### src/rtl/mdr_unit.sv
// -----------------------------------------------------------------------------
// mdr_unit -- sequential multiply / divide / square-root unit
//
// A start in IDLE latches the operation. The unit then collects one or two
// operands through load strobes, iterates one bit (multiply, divide) or one
// root digit (square root) per cycle, and reports completion with a one-cycle
// ready pulse. result / remainder / error are loaded on entry to DONE and hold
// until the next accepted start clears them.
//
// Configuration macro: MDR_SIGNED_EN
//   defined   : operands are two's complement; work is done on magnitudes and
//               signs are re-applied at the end; a negative root operand is an
//               error.
//   undefined : operands are unsigned; quotient/remainder are zero-extended.
//
// Ports
//   clk        in   clock, rising edge
//   reset      in   synchronous active-high reset
//   start      in   request a new operation (IDLE only)
//   op[1:0]    in   00 mul, 01 div, 10 sqrt, 11 invalid
//   load       in   operand strobe (X or Y only)
//   data_in    in   operand value
//   flagx      out  awaiting first operand
//   flagy      out  awaiting second operand
//   busy       out  not in IDLE
//   ready      out  one-cycle completion pulse
//   error      out  divide-by-zero, negative root or invalid op
//   result     out  product / quotient / root (2*WORD_LENGTH)
//   remainder  out  division or root remainder
// -----------------------------------------------------------------------------
module mdr_unit #(
    parameter int WORD_LENGTH = 16
) (
    input  logic                       clk,
    input  logic                       reset,
    input  logic                       start,
    input  logic [1:0]                 op,
    input  logic                       load,
    input  logic [WORD_LENGTH-1:0]     data_in,
    output logic                       flagx,
    output logic                       flagy,
    output logic                       busy,
    output logic                       ready,
    output logic                       error,
    output logic [2*WORD_LENGTH-1:0]   result,
    output logic [WORD_LENGTH-1:0]     remainder
);

    localparam int W  = WORD_LENGTH;
    localparam int CW = $clog2(W) + 1;

`ifdef MDR_SIGNED_EN
    localparam logic SIGNED_EN = 1'b1;
`else
    localparam logic SIGNED_EN = 1'b0;
`endif

    localparam logic [1:0] OP_MUL  = 2'b00;
    localparam logic [1:0] OP_DIV  = 2'b01;
    localparam logic [1:0] OP_SQRT = 2'b10;
    localparam logic [1:0] OP_INV  = 2'b11;

    // Value of the iteration counter on the final CALC cycle.
    localparam logic [CW-1:0] LAST_MD = CW'(W - 1);
    localparam logic [CW-1:0] LAST_SQ = CW'(W / 2 - 1);

    typedef enum logic [2:0] {
        S_IDLE = 3'd0,
        S_X    = 3'd1,
        S_Y    = 3'd2,
        S_CALC = 3'd3,
        S_DONE = 3'd4
    } state_t;

    // Operand sign (always 0 in the unsigned build).
    function automatic logic is_neg(input logic [W-1:0] v);
        return SIGNED_EN & v[W-1];
    endfunction

    // Operand magnitude; the most negative value maps to 2^(W-1) unsigned.
    function automatic logic [W-1:0] mag(input logic [W-1:0] v);
        return is_neg(v) ? -v : v;
    endfunction

    state_t              state_q, state_d;
    logic [1:0]          op_q, op_d;
    logic [W:0]          work_q, work_d;    // mul high half / div partial remainder / signed sqrt remainder
    logic [W-1:0]        sh_q, sh_d;        // mul low half / dividend->quotient / radicand
    logic [W-1:0]        opb_q, opb_d;      // multiplicand / divisor / partial root
    logic                sx_q, sx_d;        // sign of X (remainder sign for divide)
    logic                neg_res_q, neg_res_d;
    logic [CW-1:0]       cnt_q, cnt_d;
    logic [2*W-1:0]      result_q, result_d;
    logic [W-1:0]        remainder_q, remainder_d;
    logic                error_q, error_d;
    logic                flagx_q, flagy_q, busy_q, ready_q;

    // Multiply step: add multiplicand when the multiplier LSB is set, then shift right.
    logic [W:0]          mul_sum_s;
    logic [2*W-1:0]      mul_prod_s;
    assign mul_sum_s  = {1'b0, work_q[W-1:0]} + (sh_q[0] ? {1'b0, opb_q} : {(W+1){1'b0}});
    assign mul_prod_s = {mul_sum_s, sh_q[W-1:1]};

    // Restoring divide step: shift in next dividend bit, subtract if it fits.
    logic [W:0]          div_sh_s;
    logic                div_ge_s;
    logic [W-1:0]        div_rem_s;
    logic [W-1:0]        div_quo_s;
    assign div_sh_s  = {work_q[W-1:0], sh_q[W-1]};
    assign div_ge_s  = (div_sh_s >= {1'b0, opb_q});
    assign div_rem_s = div_ge_s ? (div_sh_s[W-1:0] - opb_q) : div_sh_s[W-1:0];
    assign div_quo_s = {sh_q[W-2:0], div_ge_s};

    // Non-restoring root step: bring in two radicand bits, then subtract
    // 4Q+1 (remainder >= 0) or add 4Q+3 (remainder < 0); the new root bit is
    // the inverted sign. A negative final remainder is corrected by 2Q+1.
    logic [W:0]          sq_sh_s;
    logic [W:0]          sq_r_s;
    logic [W-1:0]        sq_q_s;
    logic [W-1:0]        sq_fix_s;
    assign sq_sh_s  = {work_q[W-2:0], sh_q[W-1:W-2]};
    assign sq_r_s   = work_q[W] ? (sq_sh_s + {opb_q[W-2:0], 2'b11})
                                : (sq_sh_s - {opb_q[W-2:0], 2'b01});
    assign sq_q_s   = {opb_q[W-2:0], ~sq_r_s[W]};
    assign sq_fix_s = sq_r_s[W] ? (sq_r_s[W-1:0] + {sq_q_s[W-2:0], 1'b1}) : sq_r_s[W-1:0];

    // Next-state, operand capture, iteration and result loading.
    always_comb begin
        state_d     = state_q;
        op_d        = op_q;
        work_d      = work_q;
        sh_d        = sh_q;
        opb_d       = opb_q;
        sx_d        = sx_q;
        neg_res_d   = neg_res_q;
        cnt_d       = cnt_q;
        result_d    = result_q;
        remainder_d = remainder_q;
        error_d     = error_q;

        case (state_q)
            S_IDLE: begin
                if (start) begin
                    op_d        = op;
                    work_d      = '0;
                    sh_d        = '0;
                    opb_d       = '0;
                    sx_d        = 1'b0;
                    neg_res_d   = 1'b0;
                    cnt_d       = '0;
                    result_d    = '0;
                    remainder_d = '0;
                    if (op == OP_INV) begin
                        state_d = S_DONE;
                        error_d = 1'b1;
                    end else begin
                        state_d = S_X;
                        error_d = 1'b0;
                    end
                end else begin
                    state_d = S_IDLE;
                end
            end

            S_X: begin
                if (load) begin
                    sx_d   = is_neg(data_in);
                    sh_d   = mag(data_in);
                    work_d = '0;
                    cnt_d  = '0;
                    if (op_q == OP_SQRT) begin
                        if (is_neg(data_in)) begin
                            state_d     = S_DONE;
                            error_d     = 1'b1;
                            result_d    = '0;
                            remainder_d = '0;
                        end else begin
                            state_d = S_CALC;
                        end
                    end else begin
                        state_d = S_Y;
                    end
                end else begin
                    state_d = S_X;
                end
            end

            S_Y: begin
                if (load) begin
                    opb_d     = mag(data_in);
                    neg_res_d = sx_q ^ is_neg(data_in);
                    if ((op_q == OP_DIV) && (data_in == '0)) begin
                        state_d     = S_DONE;
                        error_d     = 1'b1;
                        result_d    = '0;
                        remainder_d = '0;
                    end else begin
                        state_d = S_CALC;
                    end
                end else begin
                    state_d = S_Y;
                end
            end

            S_CALC: begin
                cnt_d = cnt_q + CW'(1);
                case (op_q)
                    OP_MUL: begin
                        work_d = {1'b0, mul_sum_s[W:1]};
                        sh_d   = {mul_sum_s[0], sh_q[W-1:1]};
                    end
                    OP_DIV: begin
                        work_d = {1'b0, div_rem_s};
                        sh_d   = div_quo_s;
                    end
                    OP_SQRT: begin
                        work_d = sq_r_s;
                        sh_d   = {sh_q[W-3:0], 2'b00};
                        opb_d  = sq_q_s;
                    end
                    default: begin
                        work_d = work_q;
                    end
                endcase

                if (cnt_q == ((op_q == OP_SQRT) ? LAST_SQ : LAST_MD)) begin
                    state_d = S_DONE;
                    error_d = 1'b0;
                    case (op_q)
                        OP_MUL: begin
                            result_d    = neg_res_q ? -mul_prod_s : mul_prod_s;
                            remainder_d = '0;
                        end
                        OP_DIV: begin
                            // Negate at full width so -2^(W-1) / -1 stays positive.
                            result_d    = neg_res_q ? -{{W{1'b0}}, div_quo_s} : {{W{1'b0}}, div_quo_s};
                            remainder_d = sx_q ? -div_rem_s : div_rem_s;
                        end
                        OP_SQRT: begin
                            result_d    = {{W{1'b0}}, sq_q_s};
                            remainder_d = sq_fix_s;
                        end
                        default: begin
                            result_d    = '0;
                            remainder_d = '0;
                            error_d     = 1'b1;
                        end
                    endcase
                end else begin
                    state_d = S_CALC;
                end
            end

            S_DONE: begin
                state_d = S_IDLE;
            end

            default: begin
                state_d = S_IDLE;
            end
        endcase
    end

    // State, datapath and registered status outputs.
    always_ff @(posedge clk) begin
        if (reset) begin
            state_q     <= S_IDLE;
            op_q        <= 2'b00;
            work_q      <= '0;
            sh_q        <= '0;
            opb_q       <= '0;
            sx_q        <= 1'b0;
            neg_res_q   <= 1'b0;
            cnt_q       <= '0;
            result_q    <= '0;
            remainder_q <= '0;
            error_q     <= 1'b0;
            flagx_q     <= 1'b0;
            flagy_q     <= 1'b0;
            busy_q      <= 1'b0;
            ready_q     <= 1'b0;
        end else begin
            state_q     <= state_d;
            op_q        <= op_d;
            work_q      <= work_d;
            sh_q        <= sh_d;
            opb_q       <= opb_d;
            sx_q        <= sx_d;
            neg_res_q   <= neg_res_d;
            cnt_q       <= cnt_d;
            result_q    <= result_d;
            remainder_q <= remainder_d;
            error_q     <= error_d;
            flagx_q     <= (state_d == S_X);
            flagy_q     <= (state_d == S_Y);
            busy_q      <= (state_d != S_IDLE);
            // Pulse follows the DONE cycle, one edge after DONE is entered.
            ready_q     <= (state_q == S_DONE);
        end
    end

    assign flagx     = flagx_q;
    assign flagy     = flagy_q;
    assign busy      = busy_q;
    assign ready     = ready_q;
    assign error     = error_q;
    assign result    = result_q;
    assign remainder = remainder_q;

endmodule

### config.mk
export PLATFORM = sky130hd
export DESIGN_NAME = mdr_unit
export DESIGN_NICKNAME = d
export VERILOG_FILES = /design/src/rtl/mdr_unit.sv
export SDC_FILE = /design/constraint.sdc
export NUM_CORES = 1
export LEC_CHECK = 0
export ABC_AREA = 1
export CAP_MARGIN = 20
export CELL_PAD_IN_SITES_DETAIL_PLACEMENT = 1
export CELL_PAD_IN_SITES_GLOBAL_PLACEMENT = 1
export CORE_MARGIN = 2
export CORE_UTILIZATION = 38
export CTS_BUF_LIST = sky130_fd_sc_hd__clkbuf_16
export DETAILED_ROUTE_END_ITERATION = 10
export MAX_ROUTING_LAYER = met4
export PLACE_DENSITY_LB_ADDON = 0.1
export SLEW_MARGIN = 20
export SYNTH_ARGS = -nofsm -noshare
export SYNTH_HDL_FRONTEND = slang
export SYNTH_SLANG_ARGS = --single-unit
export TNS_END_PERCENT = 30
### constraint.sdc
create_clock -name clk -period 3.9 [get_ports clk]
set_input_delay 0.78 -clock clk [delete_from_list [all_inputs] [get_ports clk]]
set_output_delay 0.78 -clock clk [all_outputs]
set_load 0.02 [all_outputs]
Yosys cells after proc, flatten, opt, wreduce, memory -nomap -nowiden
Index checks and enable logic that the tools add are counted.
{ "op_classes": {"reduce_logical": 17, "n_bitwise": 1, "n_lt_le_gt_ge": 1, "muxes": 52, "eq_ne": 17, "add_sub_neg": 9} }
{ "op_table": {"columns": ["cell", "count"], "rows": [
  ["$mux W32", 6],
  ["$pmux W16 S3", 4],
  ["$pmux W32 S3", 2],
  ["$mux W16", 10],
  ["$pmux W17 S3", 2],
  ["$mux W17", 3],
  ["$neg A16 Y32", 1],
  ["$neg A32 Y32", 1],
  ["$pmux W16 S2", 1],
  ["$mux W3", 6],
  ["$add A16 B16 Y17", 1],
  ["$add A17 B17 Y17", 1],
  ["$ge A17 B16 Y1", 1],
  ["$sub A17 B17 Y17", 1],
  ["$add A16 B16 Y16", 1],
  ["$logic_not A16 Y1", 1],
  ["$neg A16 Y16", 1],
  ["$sub A16 B16 Y16", 1],
  ["$pmux W5 S3", 1],
  ["$ne A2 B2 Y1 const B", 6],
  ["$pmux W3 S4", 1],
  ["$mux W1", 10],
  ["$mux W5", 2],
  ["$eq A3 B2 Y1 const B", 3],
  ["other kinds (21)", 30]
]} }
{ "word_totals": {"out_inout_bits": 53, "register_bits": 114, "elab_cells": 112, "input_bits": 22} }

Logic depth before layout (Yosys ltp)
Gate-level depths: netlist (run 1).
{ "depth": {"depth_word": 8, "depth_mapped": 26, "mapped_depth_nobuf": 24} }

Least setup slack after synthesis (run 1)
Ideal clock, no wire load.
{ "synth_timing": {"kind": "register to register", "startpoint": "register work_q[16]", "endpoint": "register remainder_q[15], in the netlist remainder[15]", "setup_ns": 0.132, "period_less_slack_ns": 3.630, "path_buffers": 2, "stages_incl_launch_ff": 24, "arrival_ns": 3.497, "required_time_ns": 3.768, "slack_ns": 0.270, "cell_sequence": "dfxtp_1 > buf_2 > buf_1 > xnor2_1 > ha_1 > nand2_1 > inv_1 > a21oi_1 > nand2_1 > a21oi_1 > o21ai_0 > a31oi_1 > xor2_1 > ha_1 > nand4_1 > nor2_1 > a211oi_1 > nand2_1 > nand2_1 > nand3_1 > nand2_1 > nand2_1 > nand2_1 > a21oi_1"} }
{ "synth_via": {"elab_chain_len": 7} }
{ "synth_lines": {"columns": ["item", "line", "source"], "rows": [
  ["start, declared", "87", "logic [W:0] work_q, work_d;"],
  ["start signal, assigned", "285", "work_q <= work_d;"],
  ["$mux W17 *", "122", "assign sq_r_s = work_q[W] ? (sq_sh_s + {opb_q[W-2:0], 2'b11})"],
  ["$not A1 Y1", "124", "assign sq_q_s = {opb_q[W-2:0], ~sq_r_s[W]};"],
  ["$add A16 B16 Y16", "125", "assign sq_fix_s = sq_r_s[W] ? (sq_r_s[W-1:0] + {sq_q_s[W-2:0], 1'b1}) : sq_r_s[W-1:0];"],
  ["$mux W16 *", "125", null],
  ["$pmux W16 S2 *", "229", "case (op_q)"],
  ["$mux W16 *", "226", "if (cnt_q == ((op_q == OP_SQRT) ? LAST_SQ : LAST_MD)) begin"],
  ["$pmux W16 S3 *", "141", "case (state_q)"],
  ["end signal, assigned", "292", "remainder_q <= remainder_d;"],
  ["end, declared", "94", "logic [W-1:0] remainder_q, remainder_d;"]
]} }
Every way passes the cells marked *; elsewhere a longest branch is shown, timed or not. The select of a mux whose other input is x is not followed.
A chain may end at the register's enable or synchronous reset.

Final worst setup path (run 1)
{ "layout_timing": {"startpoint": "register work_q[16]", "endpoint": "register remainder_q[14], in the netlist remainder[14]"} }
The elaborated chain is that of the path after synthesis.

==> flow_metrics.tcl, run 1 <==
set metrics [dict create \
    drive_gt1_share_pct 7.05 \
    wl_um 34100 \
    first_pass_iters 5 \
    min_period_ns 3.54 \
    syn_area_um2 8620 \
    rsz0062_at_grt "yes" \
    nets 1462 \
    clockBufferDepth 2 \
    finalCritPeriodShare_pct 90.9 \
    area_growth_pct 17.9 \
    drc_errors 0 \
    antenna_found_initial 0 \
    p_leak_nw 4.50 \
    drt_iter0_drc 465 \
    drv_slew 0 \
    seq_area_frac_synth_pct 26.0 \
    grt_overflow_total 0 \
    antennaDiodeCount 0 \
    die_h_um 155 \
    synthCells 1293 \
    worst_pin_slew_ns 0.889 \
    grt_start_max_net_pins 65 \
    clkLatencyLatePin_ns 0.37 \
    setup_tns_ns 0 \
    syn_area_per_cell_um2 6.67 \
    yosys_most_used_dff "dfxtp_1" \
    worst_setup_path_start_kind "register" \
    final_hold_viol_count 0 \
    cts_hold_buf 0 \
    num_vias 9332 \
    finClkSkew_ns 0.0111 \
    cts_root_buf "clkbuf_16" \
    io_buffer_count 74 \
    worst-setup-path-type "register to register" \
    ios 75 \
    start_util_pct 38.4 \
    synthArstFlopShare_pct 0 \
    p_per_area_nw_per_um2 578 \
    grt_pass1_wl_um 54000 \
    drv_cap 0 \
    grt_pass1_vias 9597 \
    ant_nets 0 \
    ir_worst_vdd_mv 0.211 \
    final_common_cell "nand2_1" \
    clock-sinks 112 \
    synth_edf_count 0 \
    std_cell_rows 55 \
    max_slew_margin_pct 40.7 \
    layout_common_cells "nand2_1, a21oi_1, inv_1" \
    cp-end-kind "register" \
    hold_ws_ns 0.469 \
    die_x_um 155 \
    yosys_warnings 0 \
    die_area_um2 23900 \
    gp_congestion 0.986 \
    viasPerCell 5.62 \
    setup_viol 0 \
    hold_path_class "register to register" \
    synth_cell_types 49 \
    grt_use_total_pct 29.9 \
    synthesis.nets 1385 \
    dp_hpwl_um 27500 \
    clk_pin_slew_worst_paths_ns 0.08 \
    worstPathArrival_ns 3.84 \
    cts.htree.levels 3 \
    cp_max_fo 8 \
    synth_seq_cells 112 \
    core-area_um2 22400 \
    numCtsBuffers 9 \
    tritoncts "done" \
    wl_per_cell_um 20.6 \
    fmax_mhz 282 \
    outcome "finished, final reports clean" \
    cp_data_required_time_ns 4.20 \
]
==> critical path, stage by stage (launching register included) <==
cell      delay [ns]
dfxtp_2         0.45
xnor2_1         0.11
ha_1            0.38
nand2_1         0.09
o21ai_2         0.18
nand2_1         0.08
nand2_1         0.12
nand3_1         0.09
nand2_1         0.10
nand2_1         0.06
nand2_1         0.11
xor2_1          0.21
ha_1            0.34
a21oi_1         0.22
o21bai_1        0.09
a221oi_1        0.38
nand2_1         0.11
nand2_1         0.07
nand3_1         0.07
nand2_1         0.06
nand2_1         0.04
a21oi_1         0.11
==> final timing paths <==
| kind | slack, ns | startpoint | endpoint | cells after the start |
|---|---|---|---|---|
| setup / recovery | 0.36 | work_q[16]$_SDFFE_PP0P_ | remainder[14]$_SDFFE_PP0P_ | 21 |
| hold / removal | 0.47 | remainder[8]$_SDFFE_PP0P_ | remainder[8]$_SDFFE_PP0P_ | 2 |
| setup reg to reg | 0.36 | work_q[16]$_SDFFE_PP0P_ | remainder[14]$_SDFFE_PP0P_ | 21 |
| hold reg to reg | 0.47 | remainder[8]$_SDFFE_PP0P_ | remainder[8]$_SDFFE_PP0P_ | 2 |
==> cell type report <==
cell class	count	area [um2]
repair buffers	121	1100
flip-flops and latches	112	2250
fillers	2966	12300
inverters	142	533
multi-input cells	984	5640
clock buffers	9	225
well taps	285	357
clock inverters	7	65.1
==> through the flow <==
stage / setup WS [ns] / utilization (%) / total power, mW / cells / cell area (um2)
after floorplan: 0.270 / - / 3.71 / 1293 / 8620
after global placement: 0.219 / 43.9 / 4.84 / 1643 / 9850
after detailed placement: 0.167 / 43.9 / 4.87 / 1643 / 9850
after CTS: 0.141 / 45.2 / 5.83 / 1659 / 10100
after global routing: -0.0348 / 45.3 / 6.33 / 1660 / 10200
final: 0.356 / 45.3 / 5.88 / 1660 / 10200
==> synthesized netlist by cell type, types with 6 or more instances <==
cell type  number  area, um2
nor2_1         66        248
xor2_1         24        210
or2_2           7       43.8
buf_1           9       33.8
nand4_1        10       62.6
nor3_1         13       65.1
a31oi_1         8       50.1
a21o_1          6       45.0
xnor2_1        31        272
nand3_1        58        290
nand2_1       336       1260
buf_2           8       40.0
o21ai_0        81        405
a22oi_1         9       67.6
a221oi_1       19        166
dfxtp_1       112       2240
inv_1         133        499
a211oi_1       16        120
o221ai_1       20        175
o211ai_1       22        165
a21oi_1       145        726
clkbuf_1       37        139
inv_2           7       26.3
ha_1           68        851
==> logic make-up after synthesis <==
kind of cell / count (synthesis) / synth area share [%]
DFF: 112 / 26.0
AOI/OAI and AO/OA: 344 / 24.0
buffers and inverters: 197 / 8.74
adders and majority gates: 70 / 10.3
xor gates and xnor gates: 57 / 6.04
and+or+nand+nor: 513 / 24.9
==> report_power, final <==
| group | internal (mW) | switching [mW] | leakage, nW |
|---|---|---|---|
| clock | 0.451 | 0.501 | 0.142 |
| sequential | 1.24 | 0.141 | 0.911 |
| combinational | 1.20 | 2.35 | 3.45 |
| total | 2.89 | 2.99 | 4.50 |
==> metal layers <==
metal  up-vias  GRT usage (%)  share of wire, %
met5         -              -                 0
met4         0           12.7               4.5
met3        64           3.14               3.6
met2       222           50.9                48
met1      4502           36.1                44
li1       4544              -                 -
==> state kept, by name, indices dropped and copies added (netlist names) <==
name,count
work_q,17
sh_q,16
error,1
busy,1
flagy,1
state_q,3
result,32
flagx,1
ready,1
opb_q,16
remainder,16
cnt_q,5
op_q,2
==> what timing repair did <==
| action | CTS | global route |
|---|---|---|
| endpoints found under the setup margin | 0 | 6 |
| endpoints found under the hold margin | 0 | 0 |
| buffers inserted | 0 | 1 |
| gates resized for setup | 0 | 7 |
Power figures use the tool's default switching activity.
==> run 2: changes to the inputs <==
==> constraint.sdc (replaced) <==
create_clock -name clk -period 3 [get_ports clk]
set_input_delay 0.6 -clock clk [delete_from_list [all_inputs] [get_ports clk]]
set_output_delay 0.6 -clock clk [all_outputs]
set_load 0.02 [all_outputs]
==> flow_metrics.tcl, run 2 (synthesis results as in run 1) <==
set metrics [dict create \
    outcome "finished, violations left" \
    violations "negative setup slack" \
    final_common_cell "nand2_1" \
    std_cell_rows 55 \
    fin_ws_ns -0.379 \
    worstPathArrival_ns 3.63 \
    max_slew_margin_pct 35.1 \
    endpoint "remainder[13]$_SDFFE_PP0P_" \
    die_x_um 155 \
    cp-end-kind "register" \
    clockBufferDepth 2 \
    start_util_pct 38.4 \
    placedCellCount 1814 \
    finalCritPeriodShare_pct 113 \
    largest_reg_flops 32 \
    instances_no_fill 1858 \
    die_area_um2 23900 \
    cts.htree.levels 3 \
    grt_overflow_total 0 \
    clock_power_share_pct 12.5 \
    tritoncts "done" \
    setup_viol 19 \
    nets 1660 \
    grt_pass1_wl_um 59900 \
    min_period_ns 3.38 \
    dp_hpwl_um 30000 \
    grt_use_total_pct 33.2 \
    drv_slew 0 \
    first_pass_iters 4 \
    combPwrFrac_pct 70.2 \
    path_buf_inv 1 \
    r2r-end "remainder[13]$_SDFFE_PP0P_" \
    hold_path_class "register to register" \
    swShare_pct 48.7 \
    rsz0062_at_grt "yes" \
    rrSetupSlack_ns -0.38 \
    ios 75 \
    worst_setup_path_start_kind "register" \
    path_delay_family "compound AO/OA/AOI/OAI gates" \
    crit-reg2reg-launch "work_q[16]$_SDFFE_PP0P_" \
    clock-sinks 112 \
    reg2reg_depth 21 \
    antenna_found_initial 0 \
    wl_per_cell_um 21.8 \
    numCtsBuffers 9 \
    crit_top_cell "nand2_1" \
    cts_root_buf "clkbuf_16" \
    finClkSkew_ns 0.0163 \
    core-area_um2 22400 \
    critPathLaunch "work_q[16]$_SDFFE_PP0P_" \
    crit_cells 21 \
    ant_nets 0 \
    drv_cap 0 \
    grt_start_max_net_pins 91 \
    viasPerCell 5.67 \
    hold_ws_ns 0.468 \
    cts_hold_buf 0 \
    p_leak_nw 5.63 \
    min_path_cells 2 \
    drt_iter0_drc 562 \
    io_buffer_count 74 \
    die_h_um 155 \
    clkLatencyLatePin_ns 0.38 \
    drive_gt1_share_pct 27.3 \
    fmax_mhz 296 \
    num_vias 10542 \
    p_seq_share_pct 17.3 \
    p_switching_mw 5.02 \
    path_cells "xnor2_2 -> ha_1 -> a21oi_2 -> nand2_2 -> nand2_2 -> nand2_4 -> a21oi_4 -> o21ai_2 -> xor2_1 -> ha_1 -> buf_4 -> nand4_1 -> o21ai_1 -> a31oi_1 -> nand2_1 -> nand2_1 -> nand3_1 -> nand2_1 -> nand2_1 -> nand2_1 -> a21oi_1" \
    gp_congestion 0.995 \
    worst-setup-path-type "register to register" \
    p_per_area_nw_per_um2 823 \
    cp_data_required_time_ns 3.25 \
    area_growth_pct 45.4 \
    final_hold_viol_count 0 \
    layout_common_cells "nand2_1, buf_4, inv_1" \
    clk_pin_slew_worst_paths_ns 0.09 \
    drc_errors 0 \
    internal-power_mw 5.29 \
    cp_max_fo 6 \
    crit_path_max_incr_delay_ns 0.40 \
    fill_cells 2868 \
    antennaDiodeCount 0 \
    grt_pass1_vias 10658 \
    worst_pin_slew_ns 0.973 \
    cp_slowest_cell "dfxtp_4" \
    total_power_mw 10.3 \
    ir_worst_vdd_mv 0.350 \
    wl_um 40500 \
]
-- run 2: final cells by class --
cell class	count	area (um2)	share of cell area, %
Clock buffer	9	225	1.80
Multi-Input combinational cell	984	6380	50.9
Inverter	142	534	4.26
Clock inverter	7	68.8	0.549
Tap cell	285	357	2.84
Timing Repair Buffer	319	2710	21.6
Sequential cell	112	2260	18.0
-- run 2: worst reg2reg max path, cell delays in order (launching register included) --
cell and delay (ns):
dfxtp_4 0.40, xnor2_2 0.16, ha_1 0.34, a21oi_2 0.20, nand2_2 0.11, nand2_2 0.10
nand2_4 0.07, a21oi_4 0.20, o21ai_2 0.10, xor2_1 0.18, ha_1 0.37, buf_4 0.19
nand4_1 0.09, o21ai_1 0.08, a31oi_1 0.24, nand2_1 0.10, nand2_1 0.06, nand3_1 0.06
nand2_1 0.07, nand2_1 0.04, nand2_1 0.05, a21oi_1 0.06
-- run 2: worst min-delay path by stage --
stage / slack, ns / end / from
global route: 0.49 / result[18]$_SDFFE_PP0P_ / result[18]$_SDFFE_PP0P_
finish: 0.47 / remainder[6]$_SDFFE_PP0P_ / remainder[6]$_SDFFE_PP0P_
detailed placement: 0.46 / remainder[6]$_SDFFE_PP0P_ / remainder[6]$_SDFFE_PP0P_
CTS: 0.47 / remainder[6]$_SDFFE_PP0P_ / remainder[6]$_SDFFE_PP0P_
floorplan: 0.45 / cnt_q[0]$_SDFFE_PP0P_ / cnt_q[0]$_SDFFE_PP0P_
global placement: 0.45 / remainder[5]$_SDFFE_PP0P_ / remainder[5]$_SDFFE_PP0P_
-- run 2: metal layers --
metal  wire [um]  vias up  GRT usage [%]
met5           0        -              -
met4        3000        0           19.6
met3        1490      133           3.70
met2       19600      303           56.4
met1       16400     5156           37.9
li1            -     4950              -
-- run 2: power groups by stage --
stage / Clock (mW) / Combinational, mW / Sequential [mW]
5_1_grt: 1.36 / 7.75 / 1.79
4_1_cts: 1.31 / 6.18 / 1.75
6_report: 1.29 / 7.24 / 1.78
3_3_place_gp: 0 / 5.76 / 1.77
2_1_floorplan: 0 / 3.13 / 1.76
3_5_place_dp: 0 / 5.85 / 1.78
-- run 2: through the flow --
step	util, %	area [um2]	worst slack [ns]	setup TNS (ns)
floorplan	-	8680	-0.170	-0.594
global placement	50.2	11300	-0.261	-3.33
detailed placement	50.2	11300	-0.450	-4.62
CTS	52.6	11800	-0.277	-1.80
global route	55.9	12500	-0.601	-8.17
finish	55.9	12500	-0.379	-4.11
-- run 2: what timing repair did --
action	CTS	global route
gates resized for setup	53	141
setup endpoints to repair	32	38
setup buffers	12	17
pin swaps	19	43
